==> config.mk <==
export PLATFORM = sky130hd
export DESIGN_NAME = conv_window_reader_flat
export DESIGN_NICKNAME = d
export VERILOG_FILES = /design/src/rtl/conv_window_reader_pkg.sv /design/src/rtl/conv_window_reader_if.sv /design/src/rtl/conv_mac_unit.sv /design/src/rtl/conv_window_reader.sv /design/src/flat_wrapper.sv
export SDC_FILE = /design/constraint.sdc
export NUM_CORES = 1
export LEC_CHECK = 0
export CAP_MARGIN = 20
export CORE_ASPECT_RATIO = 0.5
export CORE_MARGIN = 5
export CORE_UTILIZATION = 60
export CTS_CLUSTER_SIZE = 40
export DETAILED_ROUTE_END_ITERATION = 10
export DONT_BUFFER_PORTS = 1
export MAX_ROUTING_LAYER = met4
export PLACE_DENSITY = 0.73
export SLEW_MARGIN = 20
export SYNTH_ARGS = -nofsm -noshare
export SYNTH_HDL_FRONTEND = slang
export SYNTH_SLANG_ARGS = --single-unit
export TNS_END_PERCENT = 5
==> constraint.sdc <==
create_clock -name clk -period 8.12 [get_ports clk]
set_input_delay 1.624 -clock clk [delete_from_list [all_inputs] [get_ports clk]]
set_output_delay 1.624 -clock clk [all_outputs]
set_load 0.02 [all_outputs]
==> src/rtl/conv_window_reader_pkg.sv <==
// Shared types and dimensions for the 4x4 / 3x3 convolution window reader.
// Four 2x2-output windows, each reduced by nine serial multiply-accumulates.
package conv_window_reader_pkg;

    localparam int unsigned DATA_W  = 8;
    localparam int unsigned ACC_W   = 20;
    localparam int unsigned A_DIM   = 4;
    localparam int unsigned K_DIM   = 3;
    localparam int unsigned OUT_DIM = 2;

    localparam logic [1:0] TAP_LAST = 2'(K_DIM - 1);
    localparam logic [1:0] WIN_LAST = 2'(OUT_DIM * OUT_DIM - 1);

    typedef enum logic [2:0] {
        StIdle,
        StLoad,
        StMac,
        StEmit,
        StFin
    } state_e;

endpackage

==> src/rtl/conv_window_reader_if.sv <==
// Request, operand and result-stream signals of the convolution window reader.
interface conv_window_reader_if;
    import conv_window_reader_pkg::*;

    logic                              start;
    logic                              mem_done;
    logic [A_DIM*A_DIM*DATA_W-1:0]     a_flat;
    logic [K_DIM*K_DIM*DATA_W-1:0]     b_flat;
    logic                              busy;
    logic                              res_valid;
    logic                              res_ready;
    logic [ACC_W-1:0]                  res_data;
    logic [1:0]                        res_idx;
    logic                              done;
    logic                              err_not_ready;

    modport master (
        output start, mem_done, a_flat, b_flat, res_ready,
        input  busy, res_valid, res_data, res_idx, done, err_not_ready
    );

    modport slave (
        input  start, mem_done, a_flat, b_flat, res_ready,
        output busy, res_valid, res_data, res_idx, done, err_not_ready
    );

endinterface

==> src/rtl/conv_mac_unit.sv <==
// 8x8 unsigned multiply feeding a 20-bit accumulator with synchronous clear and enable.
module conv_mac_unit
    import conv_window_reader_pkg::*;
(
    input  logic              clk,
    input  logic              rst,
    input  logic              clr,
    input  logic              en,
    input  logic [DATA_W-1:0] a,
    input  logic [DATA_W-1:0] b,
    output logic [ACC_W-1:0]  acc
);

    logic [2*DATA_W-1:0] prod;
    logic [ACC_W-1:0]    acc_q;

    assign prod = a * b;
    assign acc  = acc_q;

    // 9 * 255 * 255 fits in ACC_W bits, so no saturation is needed.
    always_ff @(posedge clk or negedge rst) begin
        if (!rst) begin
            acc_q <= '0;
        end else if (clr) begin
            acc_q <= '0;
        end else if (en) begin
            acc_q <= acc_q + ACC_W'(prod);
        end
    end

endmodule

==> src/rtl/conv_window_reader.sv <==
// Snapshots a 4x4 matrix and 3x3 kernel, then streams the four valid-window sums
// through a ready/valid port, one MAC per cycle.
module conv_window_reader
    import conv_window_reader_pkg::*;
(
    input  logic                 clk,
    input  logic                 rst,
    conv_window_reader_if.slave  bus
);

    state_e                                  state_q;
    logic                                    busy_q;
    logic                                    res_valid_q;
    logic                                    done_q;
    logic                                    err_q;
    logic [1:0]                              window_q;
    logic [1:0]                              tap_row_q;
    logic [1:0]                              tap_col_q;
    logic [A_DIM*A_DIM-1:0][DATA_W-1:0]      a_snap_q;
    logic [K_DIM*K_DIM-1:0][DATA_W-1:0]      b_snap_q;

    logic [1:0]        a_row;
    logic [1:0]        a_col;
    logic [3:0]        b_idx;
    logic [DATA_W-1:0] a_op;
    logic [DATA_W-1:0] b_op;
    logic              last_tap;
    logic              handshake;
    logic              mac_clr;
    logic              mac_en;
    logic [ACC_W-1:0]  acc;

    // Window {row,col} offsets the tap position inside the 4x4 matrix.
    always_comb begin
        a_row     = tap_row_q + {1'b0, window_q[1]};
        a_col     = tap_col_q + {1'b0, window_q[0]};
        b_idx     = {1'b0, tap_row_q, 1'b0} + {2'b00, tap_row_q} + {2'b00, tap_col_q};
        a_op      = a_snap_q[{a_row, a_col}];
        b_op      = b_snap_q[b_idx];
        last_tap  = (tap_row_q == TAP_LAST) && (tap_col_q == TAP_LAST);
        handshake = (state_q == StEmit) && bus.res_ready;
        mac_clr   = (state_q == StLoad) || (handshake && (window_q != WIN_LAST));
        mac_en    = (state_q == StMac);
    end

    conv_mac_unit u_mac (
        .clk (clk),
        .rst (rst),
        .clr (mac_clr),
        .en  (mac_en),
        .a   (a_op),
        .b   (b_op),
        .acc (acc)
    );

    always_ff @(posedge clk or negedge rst) begin
        if (!rst) begin
            state_q     <= StIdle;
            busy_q      <= 1'b0;
            res_valid_q <= 1'b0;
            done_q      <= 1'b0;
            err_q       <= 1'b0;
            window_q    <= '0;
            tap_row_q   <= '0;
            tap_col_q   <= '0;
            a_snap_q    <= '0;
            b_snap_q    <= '0;
        end else begin
            done_q <= 1'b0;
            err_q  <= 1'b0;
            case (state_q)
                StIdle: begin
                    if (bus.start) begin
                        if (bus.mem_done) begin
                            state_q <= StLoad;
                            busy_q  <= 1'b1;
                        end else begin
                            err_q <= 1'b1;
                        end
                    end
                end
                StLoad: begin
                    a_snap_q  <= bus.a_flat;
                    b_snap_q  <= bus.b_flat;
                    window_q  <= '0;
                    tap_row_q <= '0;
                    tap_col_q <= '0;
                    state_q   <= StMac;
                end
                StMac: begin
                    if (last_tap) begin
                        tap_row_q   <= '0;
                        tap_col_q   <= '0;
                        res_valid_q <= 1'b1;
                        state_q     <= StEmit;
                    end else if (tap_col_q == TAP_LAST) begin
                        tap_col_q <= '0;
                        tap_row_q <= tap_row_q + 2'd1;
                    end else begin
                        tap_col_q <= tap_col_q + 2'd1;
                    end
                end
                StEmit: begin
                    if (handshake) begin
                        res_valid_q <= 1'b0;
                        if (window_q == WIN_LAST) begin
                            busy_q  <= 1'b0;
                            done_q  <= 1'b1;
                            state_q <= StFin;
                        end else begin
                            window_q <= window_q + 2'd1;
                            state_q  <= StMac;
                        end
                    end
                end
                StFin: begin
                    state_q <= StIdle;
                end
                default: begin
                    state_q <= StIdle;
                end
            endcase
        end
    end

    assign bus.busy          = busy_q;
    assign bus.res_valid     = res_valid_q;
    assign bus.res_data      = acc;
    assign bus.res_idx       = window_q;
    assign bus.done          = done_q;
    assign bus.err_not_ready = err_q;

endmodule

==> src/flat_wrapper.sv <==
// flat-port wrapper written by rule: the top's interface ports become plain ports
module conv_window_reader_flat import conv_window_reader_pkg::*;
  (clk, rst, bus_start, bus_mem_done, bus_a_flat, bus_b_flat, bus_res_ready, bus_busy, bus_res_valid, bus_res_data, bus_res_idx, bus_done, bus_err_not_ready);
  conv_window_reader_if bus_i ();
  input  logic clk;
  input  logic rst;
  input wire logic [$bits(bus_i.start)-1:0] bus_start;
  input wire logic [$bits(bus_i.mem_done)-1:0] bus_mem_done;
  input wire logic [$bits(bus_i.a_flat)-1:0] bus_a_flat;
  input wire logic [$bits(bus_i.b_flat)-1:0] bus_b_flat;
  input wire logic [$bits(bus_i.res_ready)-1:0] bus_res_ready;
  output wire logic [$bits(bus_i.busy)-1:0] bus_busy;
  output wire logic [$bits(bus_i.res_valid)-1:0] bus_res_valid;
  output wire logic [$bits(bus_i.res_data)-1:0] bus_res_data;
  output wire logic [$bits(bus_i.res_idx)-1:0] bus_res_idx;
  output wire logic [$bits(bus_i.done)-1:0] bus_done;
  output wire logic [$bits(bus_i.err_not_ready)-1:0] bus_err_not_ready;
  assign bus_i.start = bus_start;
  assign bus_i.mem_done = bus_mem_done;
  assign bus_i.a_flat = bus_a_flat;
  assign bus_i.b_flat = bus_b_flat;
  assign bus_i.res_ready = bus_res_ready;
  assign bus_busy = bus_i.busy;
  assign bus_res_valid = bus_i.res_valid;
  assign bus_res_data = bus_i.res_data;
  assign bus_res_idx = bus_i.res_idx;
  assign bus_done = bus_i.done;
  assign bus_err_not_ready = bus_i.err_not_ready;
  conv_window_reader u_core (.clk(clk), .rst(rst), .bus(bus_i));
endmodule
==> run metrics <==
CTS sink count roughly 230; DRC viols 0; register area 5830 um^2; Ys Warns 0; setup TNS 0 ps; root buf cell clkbuf_16; hold_buf cts 0; RSZ-0062 raised after global routing false; Hold Vio Cnt, Final 0; total CTS buffers 22; ys flop type dfrtp_1; die height ~120 um; Crit Path Category reg -> reg; Worst-Margin Slew 1030 ps; fin nets 1716; num rows 38; FF-to-FF End u_core.u_mac.acc[16]; status completed; first-pass GRT wire length 51200 um; R2R Setup Slk roughly 670 ps; Area growth, synth to finish 6.44%; core area 21700 um^2; startpoint types flip-flop; Clock transition at path regs roughly 70 ps; Post-Syn Area ~13000 um^2; Congestion Overflow GR 0; vias per cell approximately 5.7; post-synth cell types 53; vias in the first global route 9893; CTS tree built; Hold Crit Class reg -> reg; Setup Skew 13.1 ps; Die Width approximately 220 um; share of layout cells above drive strength 1 approximately 5.8%; FMAX 134 MHz; max-slew violation count 0; Tot GR Track Use 26.4%; largest net degree at the start of global routing 234; period utilization between 90% and 100%; sequential fraction of the synthesis area 43.8%; first-pass detailed-route iteration total 5; Hold Path End u_core.a_snap_q[100]; Antenna diodes 0; IO Pins 231; WL final 32000 um; Fillers 1746; Syn Inst Count 1447; Hold Path Cell Cnt 2; Worst-Skew Late Latency 530 ps; Port Buffers 0; critical path required time 8530 ps; Synth Net Count 1750; area of the multi-input gates 6780 um^2; Max-slew headroom 31.3%; Critical Path Fanout Max 9; R2R depth 25; initial antenna violation count 0; setup bufs post-CTS 0; syn avg cell area 9.20 um^2; max_cap viols 0; die area 25400 um^2; WL/cell 18.5 um; Max Root-Sink Buffers 3; Yosys reg bits 233; Post-DRT Antenna Nets 0; DP Wirelength 23500 um; # resized after CTS 0; htree depth 1; GPL Wtd Cong 0.892; Final min period around 7400 ps; FFs w/ async S/R, synth 100%; Crit. End Element flip-flop; Worst Path Arrival 7850 ps; Post-synth EDFFs 0; worst hold start u_core.a_snap_q[100]; DR iter-0 viols 876; via count 9767; Final setup viols 0; reg-to-reg critical path startpoint u_core.tap_col_q[1]; Initial Util between 60% and 70%
-- registers in the layout, indices dropped and copies added (netlist names) --
register,flops
u_core.bus.res_idx,2
u_core.b_snap_q,72
u_core.bus.res_valid,1
u_core.state_q,3
u_core.bus.err_not_ready,1
u_core.tap_col_q,2
u_core.bus.busy,1
u_core.u_mac.acc,20
u_core.tap_row_q,2
u_core.a_snap_q,128
u_core.bus.done,1
-- synth_stat cells (all sizes together) (2+ instances only) --
library cell | instances | area (um^2)
and2 | 35 | 219
nor2 | 21 | 78.8
a21boi | 2 | 15.0
mux4 | 48 | 1160
clkbuf | 57 | 245
nand2b | 4 | 25.0
xnor2 | 5 | 51.3
mux2i | 12 | 120
buf | 7 | 45.0
nor4bb | 2 | 20.0
a22o | 4 | 35.0
a21oi | 19 | 95.1
or3b | 2 | 17.5
o21ai | 28 | 140
nand2 | 679 | 2570
a31oi | 2 | 12.5
a22oi | 16 | 120
a21o | 6 | 45.0
xor2 | 7 | 68.8
nor3 | 4 | 20.0
nor4 | 3 | 18.8
or3 | 3 | 18.8
nand4 | 3 | 18.8
inv | 108 | 405
ha | 46 | 576
o21a | 4 | 30.0
and3 | 4 | 25.0
nor3b | 4 | 30.0
fa | 52 | 1040
o31ai | 4 | 30.0
o211ai | 4 | 30.0
nand3 | 8 | 40.0
dfrtp | 233 | 5830
-- cells by family (layout without fill, tap and decap cells) --
kind of cell,after synthesis,in the layout,share of synthesized area (%)
AO/OA/AOI/OAI,96,96,4.63
multiplexers,60,60,9.62
XOR/XNOR,12,12,0.903
AND/OR/NAND/NOR,775,775,23.4
buffers and inverters,173,154,5.47
adder cells (fa/ha/maj),98,98,12.1
flip-flops,233,233,43.8
-- metal layers --
metal,vias up,part of all wire [%],track usage [%]
li1,4559,-,-
met1,4835,42,35.9
met2,319,48,40.9
met3,54,7.8,6.68
met4,0,2.1,5.57
met5,-,0,-
-- worst max-delay path: stages, from the launching register on --
cell and delay (ps):
dfrtp_1 560, inv_1 150, fa_1 600, inv_1 50
ha_1 190, fa_1 710, nor2_1 200, nand2_1 90
nor2_1 360, nand2_1 110, o21ai_1 270, nand2_1 160
fa_1 560, inv_1 60, fa_1 490, fa_1 490
inv_1 50, fa_1 470, inv_1 40, ha_1 360
a21oi_1 200, o21ai_0 170, or3b_2 490, o221ai_1 220
mux2i_1 210, nand2_1 60
-- area by class of cell --
class | instances | share of cell area (%)
multi-input combinational | 1041 | 47.9
sequential | 233 | 41.2
clock buffer | 31 | 4.48
inverter | 108 | 2.86
tap | 300 | 2.65
clock inverter | 8 | 0.601
timing repair buffer | 7 | 0.397
-- how the worst max path moves through the flow --
stage,start,end,slack (ps),depth (start not counted)
after global placement,u_core.tap_col_q[1],u_core.u_mac.acc[16],1020,25
after floorplan,u_core.tap_row_q[1],u_core.u_mac.acc[16],1400,27
after global routing,u_core.tap_col_q[1],u_core.u_mac.acc[19],220,25
final,u_core.tap_col_q[1],u_core.u_mac.acc[16],670,25
after detailed placement,u_core.tap_col_q[1],u_core.u_mac.acc[16],780,25
after CTS,u_core.tap_col_q[1],u_core.u_mac.acc[16],740,25
-- layout by cell type, fill, tap and decap left out, drive strengths merged, types with 3 or more instances in the layout --
cell,count
nand4,3
nor4,3
clkinv,4
a21o,6
buf,7
nand2,679
nor3,4
mux4,48
mux2i,12
and3,4
a21oi,19
nand3,8
a22o,4
xnor2,5
nand2b,4
nor2,21
o31ai,4
nor3b,4
ha,46
dfrtp,233
fa,52
o21a,4
or3,3
a22oi,16
o211ai,4
xor2,7
o21ai,28
clkbuf,31
inv,109
and2,35
-- per-stage QoR --
step                utilization (%)  setup slack [ps]  hold WS (ps)  instance area (um^2)  std cells
CTS                            65.2               740           471                 14200       1728
global route                   65.2               217           486                 14200       1728
global placement               61.9              1020           449                 13400       1689
finish                         65.2               674           469                 14200       1728
detailed placement             61.9               778           454                 13400       1689
floorplan                         -              1400           437                 13300       1447
Power is left out: the tool's default activity adds up to more than one toggle a clock period on the data nets, which glitch-free logic cannot reach.
